**config.mk**
```make
export PLATFORM = sky130hd
export DESIGN_NAME = sat_counter
export DESIGN_NICKNAME = d
export VERILOG_FILES = /design/src/rtl/count_checker_sat_counter.sv
export SDC_FILE = /design/constraint.sdc
export NUM_CORES = 1
export LEC_CHECK = 0
export CORE_AREA = 2 2 39 41
export CTS_CLUSTER_DIAMETER = 200
export DETAILED_ROUTE_END_ITERATION = 16
export DIE_AREA = 0 0 41 43
export GPL_TIMING_DRIVEN = 1
export PLACE_DENSITY = 0.61
export SYNTH_ARGS = -nofsm -noshare
export SYNTH_HDL_FRONTEND = slang
export SYNTH_SLANG_ARGS = --single-unit
```
**constraint.sdc**
```tcl
create_clock -name clk -period 3.3 [get_ports clk]
set_input_delay 0.66 -clock clk [delete_from_list [all_inputs] [get_ports clk]]
set_output_delay 0.66 -clock clk [all_outputs]
set_load 0.01 [all_outputs]
```
**src/rtl/count_checker_sat_counter.sv**
```systemverilog
// Saturating event counter; a clear coinciding with an event loads 1 so the event is kept.
module sat_counter #(
    parameter int unsigned WIDTH = 8
) (
    input  logic             clk,
    input  logic             rst_n,
    input  logic             inc,
    input  logic             clr,
    output logic [WIDTH-1:0] value
);

    logic [WIDTH-1:0] value_q;
    logic [WIDTH-1:0] value_d;

    always_comb begin
        value_d = value_q;
        if (clr) begin
            value_d = inc ? WIDTH'(1) : '0;
        end else if (inc && (value_q != '1)) begin
            value_d = value_q + WIDTH'(1);
        end
    end

    always_ff @(posedge clk or negedge rst_n) begin
        if (!rst_n) begin
            value_q <= '0;
        end else begin
            value_q <= value_d;
        end
    end

    assign value = value_q;

endmodule

```
==> results.cfg, run 1 <==
[status]
status = completed

[sta]
worst_hold_slack_ns = 0.607
setup_tns_ns = 0
rsz_0062_raised_after_global_routing = false
finalHoldViolCount = 0
max_clock_freq_mhz = 499
maxSlewHeadroom_pct = 72.8
timing.final.ws_setup_ns = 1.30
timing.final.crit_period_ns = 2.00
post_route_skew_ns = 0.00374
worstMarginPinSlew_ns = 0.407
fin_crit_sh_pct = 60.7
finish_stage_setup_viols = 0
maxSlewViolCount = 0

[place]
io_buffer_count = 11
dpl_cell_area_um2 = 592
dp.cells = 72
place.gp.congestion = 0.722
placement.setup.worst_slack_ns = 1.29
dp.final_hpwl_um = 723

[global_routing]
grt_use_total_pct = 14.2
grt_pass1_vias = 377
largest_net_degree_at_the_start_of_global_routing = 12
global_route.overflow_total = 0
grt_first_pass_wirelength_mm = 1.65
antenna_violations_before_repair = 0

[drt]
drc_errors = 0
detail-route-antenna-nets = 0
drt-initial-drc-count = 4
routed_wire_length_per_instance_um = 12.6
detailed_routing_iteration_count_for_the_pre_antenna_repair_pass = 2
route.vias.total = 398
mean_number_of_vias_per_cell = 5.31
drt_wl_total_um = 947

[power]
power.combinational.fraction_pct = 13.3
switching_share_pct = 23.3
cell_internal_pwr_mw = 0.158
seq_power_share_pct = 51.8
fin_total_pwr_mw = 0.206
ir_worst_vdd_mv = 0.228
clock_power_share_pct = 35.0
switchingPower_mw = 0.0480
pwr_cell_area_mw_per_mm2 = 336
power.static_leakage_nw = 0.242

[clocking]
post_cts_hold_buffer_count = 0
numClockSinks = 8
htree_levels = 1
tritoncts_clock_tree = yes
clock_insertion_delay_worst_skew_ns = 0.25
path_clk_slew_ns = 0.05
post-cts-setup-buffers = 0
clock_tree.buffer_depth = 2
cts_root_buffer = clkbuf_4
cts-resized-gates = 0
cts_buffers = 3

[yosys]
synthCells = 47
synth_seq_area_share_pct = 42.3
synth_top_area_share_pct = 42.3
syn-mean-instance-area_um2 = 10.1
synth.largest_area_cell = dfrtp_1
postSynthNetCount = 52
mappedNetlistArea_um2 = 473
netlist_top_cells_area = dfrtp_1 (42%), a21oi_1 (5.3%), nand2b_1 (5.3%), a2111oi_2 (3.2%), and3_1 (2.6%)
yosys_warnings = 0
post_synthesis_sequential_element_count = 8
yosys.cell_types.count = 27

[worst_setup_path]
crit_path_dat_ns = 1.34
critical_path_peak_fanout = 10
timing.critical_path.max_delay_family = buffers and inverters
critPathRequiredTime_ns = 2.64
critPathKind = reg2out
cpPeakStageDelay_ns = 0.59
path_buf_inv = 1
critical_path.endpoint_type = output pin
worstPathCellList = clkdlybuf4s50_1
cp-start-kind = flip-flop
worst_path_max_delay_cell = clkdlybuf4s50_1

[finish]
syn_to_final_growth_pct = 29.9
final-instance-count-excl-fill = 75
fin_nets = 66
largest_register_ff_count = 8
final.fill_count = 139
post_layout_utilization_of_the_core_pct = 44.4
layout.cell_area.non_filler_um2 = 614
n_antenna_cell = 0
drive_gt1_share_pct = 13.6

[floorplan]
fp.dieH_um = 43
die-width_um = 41
num_rows = 14
design.core.area_mm2 = 0.00138
initial_utilization_pct = 34.2
die_area_mm2 = 0.00176
ios = 12

[worst_hold_path]
worst_hold_path_type = reg2reg

[job]
maxCapViolCount = 0
[power groups by stage]
stage	logic, mW	registers [mW]	clock network (mW)
final	0.0274	0.107	0.0722
after detailed placement	0.0278	0.109	0
after global placement	0.0274	0.109	0
after CTS	0.0278	0.107	0.0765
after global routing	0.0304	0.108	0.0839
after floorplan	0.0106	0.110	0
[per-layer routing]
metal	vias up	track usage [%]	part of all wire, %
li1	206	-	-
met4	0	2.00	0
met3	0	9.42	4.4
met1	186	17.7	47
met2	6	20.6	48
met5	-	0	0
[placed cells by master (no fill, tap or decap), types with 2 or more instances in the layout]
master and n:
and3_1 2, clkbuf_4 3, o21ai_0 2, clkdlybuf4s50_1 11
nand2b_1 4, dfrtp_1 8, a21oi_1 5, nand2_1 3
inv_1 2, or3_1 2
[kinds of logic (layout without fill, tap and decap cells)]
group                      count (synthesis)  after routing  synth area share [%]
buffers and inverters                      4             16                  3.97
AOI/OAI and AO/OA                         15             15                  23.3
DFF                                        8              8                  42.3
muxes                                      1              1                  2.12
adders and majority gates                  1              1                  2.65
and+or+nand+nor                           18             18                  25.7
[cell usage after synthesis]
cell type  count
mux2i_1        1
clkbuf_1       1
o21ai_0        2
nor3b_1        1
nand2b_1       4
ha_1           1
nand2_1        3
and4_4         1
a2111oi_2      1
o31ai_1        1
a21oi_1        5
nand4_2        1
a21boi_2       1
nand3_1        1
a311oi_1       1
and4bb_2       1
a41oi_1        1
o211ai_1       1
and3_1         2
a211o_1        1
nor3_1         1
or3_1          2
buf_4          1
dfrtp_1        8
a211oi_1       1
nand4_1        1
inv_1          2
[final timing paths]
| path | end | start | depth (start not counted) | slack (ns) |
|---|---|---|---|---|
| worst max-delay path | value[3] | value[3] | 1 | 1.30 |
| worst min register to register | value[1] | value[1] | 2 | 0.61 |
| min in group asynchronous | value[4] | rst_n | 1 | 0.71 |
| worst max register to register | value[5] | value[0] | 4 | 1.81 |
| worst min-delay path | value[1] | value[1] | 2 | 0.61 |
| max in group asynchronous | value[1] | rst_n | 1 | 2.30 |
[layout make-up]
| type | instances | area (µm²) | share of cell area [%] |
|---|---|---|---|
| clock buffers | 3 | 22.5 | 3.67 |
| repair buffers | 11 | 110 | 17.9 |
| well taps | 16 | 20.0 | 3.26 |
| inverters | 2 | 7.51 | 1.22 |
| flip-flops and latches | 8 | 200 | 32.6 |
| multi-input cells | 35 | 254 | 41.3 |
[worst register-to-register path: stages (launching register included)]
cell,delay [ns]
dfrtp_1,0.43
ha_1,0.24
and3_1,0.23
a2111oi_2,0.37
nor3b_1,0.09
(Power assumes the default switching activity.)
==> run 2: changes to the inputs <==
--- a/config.mk
+++ b/config.mk
@@ -10,7 +10,7 @@
 export DETAILED_ROUTE_END_ITERATION = 16
 export DIE_AREA = 0 0 41 43
 export GPL_TIMING_DRIVEN = 1
-export PLACE_DENSITY = 0.61
+export PLACE_DENSITY = 0.63
 export SYNTH_ARGS = -nofsm -noshare
 export SYNTH_HDL_FRONTEND = slang
 export SYNTH_SLANG_ARGS = --single-unit
==> constraint.sdc (replaced) <==
create_clock -name clk -period 1.61 [get_ports clk]
set_input_delay 0.322 -clock clk [delete_from_list [all_inputs] [get_ports clk]]
set_output_delay 0.322 -clock clk [all_outputs]
set_load 0.01 [all_outputs]
==> run 2 against run 1 <==
  * Sequential power is 100% higher
  * Highest routed layer is now met4
  * Non-clock buffer count increased by 6
  * Combinational power grew 140%
  * Die area did not move
  * Wire length up 21%
  * Critical path type unchanged
==> results.cfg, run 2 (same netlist as run 1, synthesis figures left out) <==
[status]
status = completed

[finish]
post_layout_utilization_of_the_core_pct = 47.8
mostFrequentLayoutCell = clkdlybuf4s50_1
drive_gt1_share_pct = 26.2
layout.cell_area.non_filler_um2 = 662
final.fill_count = 133
layout.cells.most_common_list = clkdlybuf4s50_1 (10), buf_4 (6), a21oi_1 (5), dfrtp_1 (5), nand2b_1 (4)
fin_nets = 72
n_antenna_cell = 0
largest_register_ff_count = 8
sequential_cell_area_um2 = 204
syn_to_final_growth_pct = 39.9
area_occupied_by_multi_input_gates_um2 = 254

[global_routing]
antenna_violations_before_repair = 0
grt_pass1_vias = 422
grt_use_total_pct = 16.4
grt_first_pass_wirelength_mm = 1.91
global_route.overflow_total = 0
largest_net_degree_at_the_start_of_global_routing = 9

[power]
power.combinational.fraction_pct = 14.8
seq_power_share_pct = 48.7
cell_internal_pwr_mw = 0.330
switchingPower_mw = 0.116
ir_worst_vdd_mv = 0.266
pwr_cell_area_mw_per_mm2 = 673
switching_share_pct = 25.9
clock_power_share_pct = 36.5
power.static_leakage_nw = 0.269

[floorplan]
design.core.area_mm2 = 0.00138
initial_utilization_pct = 34.2
num_rows = 14
ios = 12
die_area_mm2 = 0.00176
die-width_um = 41
fp.dieH_um = 43

[place]
dpl_cell_area_um2 = 629
placement.setup.worst_slack_ns = -0.0217
place.gp.congestion = 0.725
io_buffer_count = 11
dp.final_hpwl_um = 794

[sta]
timing.final.ws_setup_ns = 0.0592
worstMarginPinSlew_ns = 0.402
fin_crit_sh_pct = 96.3
post_route_skew_ns = 0.00242
timing.final.crit_period_ns = 1.55
maxSlewViolCount = 0
setup_tns_ns = 0
finish_stage_setup_viols = 0
maxSlewHeadroom_pct = 73.1
max_clock_freq_mhz = 645
rsz_0062_raised_after_global_routing = false
finalHoldViolCount = 0
worst_hold_slack_ns = 0.352

[drt]
route.vias.total = 465
drt_wl_total_mm = 1.14
routed_wire_length_per_instance_um = 14.1
mean_number_of_vias_per_cell = 5.74
drc_errors = 0
detailed_routing_iteration_count_for_the_pre_antenna_repair_pass = 4
drt-initial-drc-count = 6
detail-route-antenna-nets = 0

[clocking]
clock_insertion_delay_worst_skew_ns = 0.26
numClockSinks = 8
cts_root_buffer = clkbuf_4
htree_levels = 1
post_cts_hold_buffer_count = 0
tritoncts_clock_tree = yes
clock_tree.buffer_depth = 2
cts_buffers = 3
path_clk_slew_ns = 0.06

[worst_setup_path]
critPathRequiredTime_ns = 1.29
critical_path.endpoint_type = output pin
timing.critical_path.max_delay_family = buffers and inverters
path_buf_inv = 1
cp-start-kind = flip-flop
critical_path_peak_fanout = 5
worstPathCellList = clkdlybuf4s50_1
critPathKind = reg2out
crit_path_dat_ns = 1.23
cpPeakStageDelay_ns = 0.56
worst_path_max_delay_cell = clkdlybuf4s50_1

[job]
maxCapViolCount = 0

[worst_hold_path]
worst_hold_path_type = in2async
run 2: changes by cell type in the layout (fill, tap and decap cells not counted):
cell,previous run,this run
dfrtp_2,0,3
buf_4,0,6
dfrtp_1,8,5
clkdlybuf4s50_1,11,10
dlygate4sd2_1,0,1
run 2: stage by stage:
stage          power [mW]  cells
5_1_grt             0.468     81
3_5_place_dp        0.289     77
2_1_floorplan       0.246     47
6_report            0.446     81
3_3_place_gp        0.288     77
4_1_cts             0.449     80
run 2: timing repair:
item / in CTS / in global routing
buffers inserted: 0 / 1
resized for setup: 2 / 2
endpoints found under the setup margin: 2 / 3
run 2: final cells by class:
cell class,count,area share [%]
inverter,2,1.13
sequential,8,30.8
clock buffer,3,3.40
tap,16,3.02
timing repair buffer,17,23.3
multi-input combinational,35,38.4
run 2: per-layer routing:
layer	track usage, %	routed length [µm]	up-vias
met5	0	0	-
met4	10.0	36	0
met3	6.28	72	5
met2	21.6	537	17
met1	21.8	497	226
li1	-	-	217
run 2: power by group through the flow:
stage                     Clock, mW  Combinational, mW  Sequential, mW
after detailed placement          0             0.0682           0.221
final                         0.163             0.0661           0.217
after floorplan                   0             0.0218           0.224
after global routing          0.178             0.0721           0.218
after CTS                     0.166             0.0661           0.217
after global placement            0             0.0680           0.220
run 2: worst paths after layout:
kind	from	end	slack [ns]	depth (start not counted)
min in group clk	value[3]	value[3]	0.58	2
max in group asynchronous	rst_n	value[5]	0.95	1
max reg2reg	value[1]	value[5]	0.15	4
min reg2reg	value[3]	value[3]	0.58	2
min	rst_n	value[3]	0.35	1
max	value[2]	value[2]	0.06	1
